==> src/rtl/pwm_cmd_bank.sv <==
// rtl/pwm_cmd_bank.sv - FIFO-fed PWM bank: pops {duty, period} words round-robin into
// double-buffered channels that switch settings only at a period boundary.
`timescale 1ns/1ps
module pwm_cmd_bank #(
    parameter int  NUM_CH   = 4,
    parameter int  CNT_W    = 8,
    parameter int  PRESCALE = 1,
    localparam int PTR_W    = (NUM_CH > 1) ? $clog2(NUM_CH) : 1
) (
    input  logic                 clk,
    input  logic                 rst,
    input  logic                 fifo_empty,
    input  logic [2*CNT_W-1:0]   fifo_rd_data,
    output logic                 fifo_rd_en,
    output logic [NUM_CH-1:0]    pwm_out,
    output logic [NUM_CH-1:0]    pending,
    output logic [PTR_W-1:0]     ch_ptr
);

    localparam int               PS_W     = (PRESCALE > 1) ? $clog2(PRESCALE) : 1;
    localparam logic [PS_W-1:0]  PS_LAST  = PS_W'(PRESCALE - 1);
    localparam logic [PTR_W-1:0] PTR_LAST = PTR_W'(NUM_CH - 1);

    typedef enum logic [1:0] {
        IDLE = 2'd0,
        READ = 2'd1,
        CAPT = 2'd2
    } state_t;

    state_t            state;
    state_t            state_next;
    logic [PS_W-1:0]   ps_cnt;
    logic              tick;
    logic [CNT_W-1:0]  shadow_duty   [NUM_CH];
    logic [CNT_W-1:0]  shadow_period [NUM_CH];
    logic [CNT_W-1:0]  active_duty   [NUM_CH];
    logic [CNT_W-1:0]  active_period [NUM_CH];
    logic [CNT_W-1:0]  cnt           [NUM_CH];
    logic [NUM_CH-1:0] boundary;
    logic [NUM_CH-1:0] apply;
    logic [NUM_CH-1:0] pending_next;

    assign tick = (ps_cnt == PS_LAST);

    always_ff @(posedge clk or negedge rst) begin
        if (!rst) begin
            ps_cnt <= '0;
        end else if (tick) begin
            ps_cnt <= '0;
        end else begin
            ps_cnt <= ps_cnt + PS_W'(1);
        end
    end

    // A full shadow is never overwritten: the pop waits until that channel has applied it.
    always_comb begin
        state_next = state;
        case (state)
            IDLE:    if (!fifo_empty && !pending[ch_ptr]) state_next = READ;
            READ:    state_next = CAPT;
            CAPT:    state_next = IDLE;
            default: state_next = IDLE;
        endcase
    end

    always_comb begin
        boundary     = '0;
        apply        = '0;
        pending_next = pending;
        for (int i = 0; i < NUM_CH; i++) begin
            boundary[i] = (active_period[i] == '0) ||
                          (cnt[i] == active_period[i] - CNT_W'(1));
            apply[i]    = tick && boundary[i] && pending[i];
            if (apply[i]) pending_next[i] = 1'b0;
        end
        if (state == CAPT) pending_next[ch_ptr] = 1'b1;
    end

    always_ff @(posedge clk or negedge rst) begin
        if (!rst) begin
            state      <= IDLE;
            fifo_rd_en <= 1'b0;
            ch_ptr     <= '0;
            pending    <= '0;
            for (int i = 0; i < NUM_CH; i++) begin
                shadow_duty[i]   <= '0;
                shadow_period[i] <= '0;
            end
        end else begin
            state      <= state_next;
            fifo_rd_en <= (state_next == READ);
            pending    <= pending_next;
            if (state == CAPT) begin
                shadow_duty[ch_ptr]   <= fifo_rd_data[2*CNT_W-1:CNT_W];
                shadow_period[ch_ptr] <= fifo_rd_data[CNT_W-1:0];
                ch_ptr <= (ch_ptr == PTR_LAST) ? '0 : ch_ptr + PTR_W'(1);
            end
        end
    end

    // Active settings change only at a boundary, so every period runs to completion.
    always_ff @(posedge clk or negedge rst) begin
        if (!rst) begin
            pwm_out <= '0;
            for (int i = 0; i < NUM_CH; i++) begin
                active_duty[i]   <= '0;
                active_period[i] <= '0;
                cnt[i]           <= '0;
            end
        end else begin
            for (int i = 0; i < NUM_CH; i++) begin
                if (tick) begin
                    if (boundary[i]) begin
                        cnt[i] <= '0;
                        if (pending[i]) begin
                            active_duty[i]   <= shadow_duty[i];
                            active_period[i] <= shadow_period[i];
                        end
                    end else begin
                        cnt[i] <= cnt[i] + CNT_W'(1);
                    end
                end
                pwm_out[i] <= (active_period[i] != '0) && (cnt[i] < active_duty[i]);
            end
        end
    end

endmodule

==> config.mk <==
export PLATFORM = sky130hd
export DESIGN_NAME = pwm_cmd_bank
export DESIGN_NICKNAME = d
export VERILOG_FILES = /design/src/rtl/pwm_cmd_bank.sv
export SDC_FILE = /design/constraint.sdc
export NUM_CORES = 1
export LEC_CHECK = 0
export ABC_AREA = 1
export BUFFER_PORTS_ARGS = -buffer_cell sky130_fd_sc_hd__buf_2
export CORE_MARGIN = 3
export CORE_UTILIZATION = 29
export CTS_CLUSTER_DIAMETER = 30
export DETAILED_ROUTE_END_ITERATION = 7
export SETUP_SLACK_MARGIN = 0.15
export SLEW_MARGIN = 40
export SYNTH_ARGS = -nofsm -noshare
export SYNTH_HDL_FRONTEND = slang
export SYNTH_SLANG_ARGS = --single-unit
==> constraint.sdc <==
create_clock -name clk -period 3.9 [get_ports clk]
set_input_delay 0.195 -clock clk [delete_from_list [all_inputs] [get_ports clk]]
set_output_delay 0.195 -clock clk [all_outputs]
set_load 0.02 [all_outputs]
==> summary.txt <==
Pwr
  • Peak VDD IR: 0.307 mV
  • PD cells: 829 nW/um2
  • Int Pwr: 4.68 mW
  • Leakage: 5.08 nW
  • Logic gate share of total power: 38.1%
  • Clock Power Share: 20.0%
  • Switch Pwr: 3.34 mW
  • Register share of total power: 41.9%
  • Switching portion of total power: 41.6%

Placement
  • Hpwl dp: 13.1 mm
  • Gpl congestion: 0.848
  • Placed Area: 9110 um2
  • Port bufs: 29

Worst setup path
  • Worst Path Arrival: 2600 ps
  • Crit path kind: flip-flop to flip-flop
  • CP Capture Type: flip-flop
  • CP Launch Type: flip-flop
  • Crit-path max FO: 24
  • CP required: 4220 ps
  • Worst-case reg-to-reg path depth: 11

Synthesis
  • Synthesis-stage register bit count: 173
  • Register area share after synthesis: 50.1%
  • Post-Synthesis Cell Area: 8630 um2
  • Synth area leaders: dfrtp_1 50%, nand2_1 15%, ha_1 5.8%, nand3_1 5.5%, inv_1 5.0%
  • EDFF count, synth: 0
  • Yosys cell types: 29
  • Synth Flop Type: dfrtp_1
  • Synth Area per Inst: 8.15 um2
  • Yosys warns: 0
  • Ys async rst share: 100%
  • Cells after synthesis: 1059
  • Synth top area share: 50.1%
  • Syn Nets: 1118
  • Cell taking the most area after synthesis: dfrtp_1

Final layout
  • # fillers: 3053
  • Ant diodes: 0
  • Area grow syn2layout: 12.1%
  • Nets: 1138
  • Layout cell share with drive strength beyond 1: 8.44%
  • Fin area: 9680 um2

CTS
  • TritonCTS Buffers: 17
  • CTS tree: yes
  • H-tree Lvls: 4
  • PostCTS Resize Cnt: 0
  • Clock Latency Late Sink: 440 ps
  • Post-CTS Setup Repair Bufs: 0
  • CTS root buf: clkbuf_16
  • CTS max path bufs: 2
  • Clk sinks: 173
  • Hold-fix buffers, CTS: 2
  • Clk pin slew, worst setup/hold paths: 70 ps

Die
  • Die height: 179 um
  • Initial Utilization: 29.8%
  • Die width: 179 um
  • Placeable Area: 29000 um2
  • Row cnt: 62
  • Top Ports: 30
  • Die area: 31900 um2

Timing
  • Post-route minimum period: 2290 ps
  • Fin. max-slew vios: 0
  • Relative slew slack: 48.9%
  • Tcrit/Tclk final: 58.6%
  • Final hold violation count: 0
  • Unrepaired setup endpoints after global routing: no
  • Final Skew: 15.3 ps
  • Worst Tran Pin Value: 766 ps
  • Maximum operating frequency: 0.437 GHz
  • Final setup fails: 0
  • Setup TNS: 0 ps

Detailed routing
  • Routed wire length: 19.0 mm
  • Vias/cell: 4.50
  • Final ANT Viol Nets: 0
  • WL per Instance: 12.9 um
  • Drt pass-1 iters: 5
  • # DRC: 0
  • Detailed-route via count: 6639
  • Initial DRC Count: 398

Worst hold path
  • Hold depth: 3
  • Worst Hold Class: input pin to flip-flop

GRT
  • Total track usage: 12.6%
  • Overflow after GRT: 0
  • Vias in the first global route: 6458
  • Largest net degree at the start of global routing: 91
  • Global-route wire length before repair: 32.0 mm
  • Initial antenna violation count: 0

Status
  • Status: completed

Job
  • # Max-Cap Violations: 0
[final timing paths]
kind	startpoint	to	slack (ps)
min in group asynchronous	rst	cnt[9]$_DFF_PN0_	370
min	fifo_rd_data[3]	shadow_period[11]$_DFFE_PN0P_	140
max	active_period[0]$_DFFE_PN0P_	active_period[3]$_DFFE_PN0P_	1610
max reg2reg	active_period[0]$_DFFE_PN0P_	active_period[3]$_DFFE_PN0P_	1610
min reg2reg	active_duty[12]$_DFFE_PN0P_	active_duty[12]$_DFFE_PN0P_	470
max in group asynchronous	rst	cnt[28]$_DFF_PN0_	2570
[power by group through the flow]
stage                     clock (mW)  combinational (mW)  sequential [mW]
after floorplan                    0                2.54             3.15
after global placement             0                2.96             3.38
after detailed placement           0                3.08             3.38
after CTS                       1.64                3.10             3.36
after global routing            1.71                3.64             3.49
final                           1.60                3.06             3.36
[placed cells by master, fill, tap and decap left out, drive strengths merged, types with 4 or more instances in the layout]
master	n
or2	5
dfrtp	173
nor2	78
nand2	352
and3	4
clkbuf	21
nand4	6
xnor2	6
nor3	7
o21ai	82
clkinv	5
buf	30
nor3b	9
ha	40
xor2	16
inv	123
nand3	96
a21oi	24
[Yosys cell counts, types with 9 or more instances]
library cell / instances
nand2_1: 343
dfrtp_1: 173
inv_1: 114
nand3_1: 95
o21ai_0: 82
nor2_1: 71
ha_1: 40
a21oi_1: 24
clkbuf_1: 16
xor2_1: 16
nor3b_1: 9
[registers in the layout, indices dropped and copies added (netlist names)]
signal / count
state: 2
ch_ptr: 2
fifo_rd_en: 1
cnt: 32
shadow_duty: 32
active_duty: 32
active_period: 32
shadow_period: 32
pending: 4
pwm_out: 4
[per-layer routing]
layer	vias to the layer above	GRT usage [%]	routed length (um)
met5	-	0	0
met4	0	3.80	215
met3	20	2.60	678
met2	101	19.1	8350
met1	3120	18.0	9750
li1	3398	-	-
[final cells by class]
cell class / instances / area (um2) / area share [%]
Sequential cell: 173 / 4330 / 44.7
Multi-Input combinational cell: 733 / 3670 / 38.0
Tap cell: 384 / 480 / 4.97
Inverter: 121 / 454 / 4.69
Clock buffer: 20 / 447 / 4.62
Timing Repair Buffer: 33 / 201 / 2.08
Clock inverter: 10 / 91.3 / 0.944
[metrics by stage]
stage / std cells / hold slack [ps] / total power, mW / utilization, % / setup WS, ps
detailed placement: 1442 / 316 / 6.46 / 31.4 / 1650
CTS: 1474 / 149 / 8.10 / 33.3 / 1640
finish: 1474 / 140 / 8.02 / 33.3 / 1610
floorplan: 1059 / -101 / 5.70 / - / 2110
global placement: 1442 / 306 / 6.34 / 31.4 / 1750
global route: 1474 / 162 / 8.84 / 33.3 / 1390
[kinds of logic (layout without fill, tap and decap cells)]
logic type | Yosys count | in the layout | share of synthesized area [%]
AND/OR/NAND/NOR | 560 | 560 | 27.7
flip-flops | 173 | 173 | 50.1
buffers and inverters | 153 | 184 | 7.45
AO/OA/AOI/OAI | 111 | 111 | 6.69
adder cells (fa/ha/maj) | 40 | 40 | 5.80
XOR/XNOR | 22 | 22 | 2.23
[worst max-delay path, cell delays in order (launching register included)]
cell      delay (ps)
dfrtp_1          410
inv_1            120
ha_1             230
nand3_2          130
o21ai_0          240
nand3b_1         110
nand2_1           80
nand3_1           80
nand2_2          380
nand2_4          210
nand2_1          120
nand2_1           60
Power figures use the tool's default switching activity.
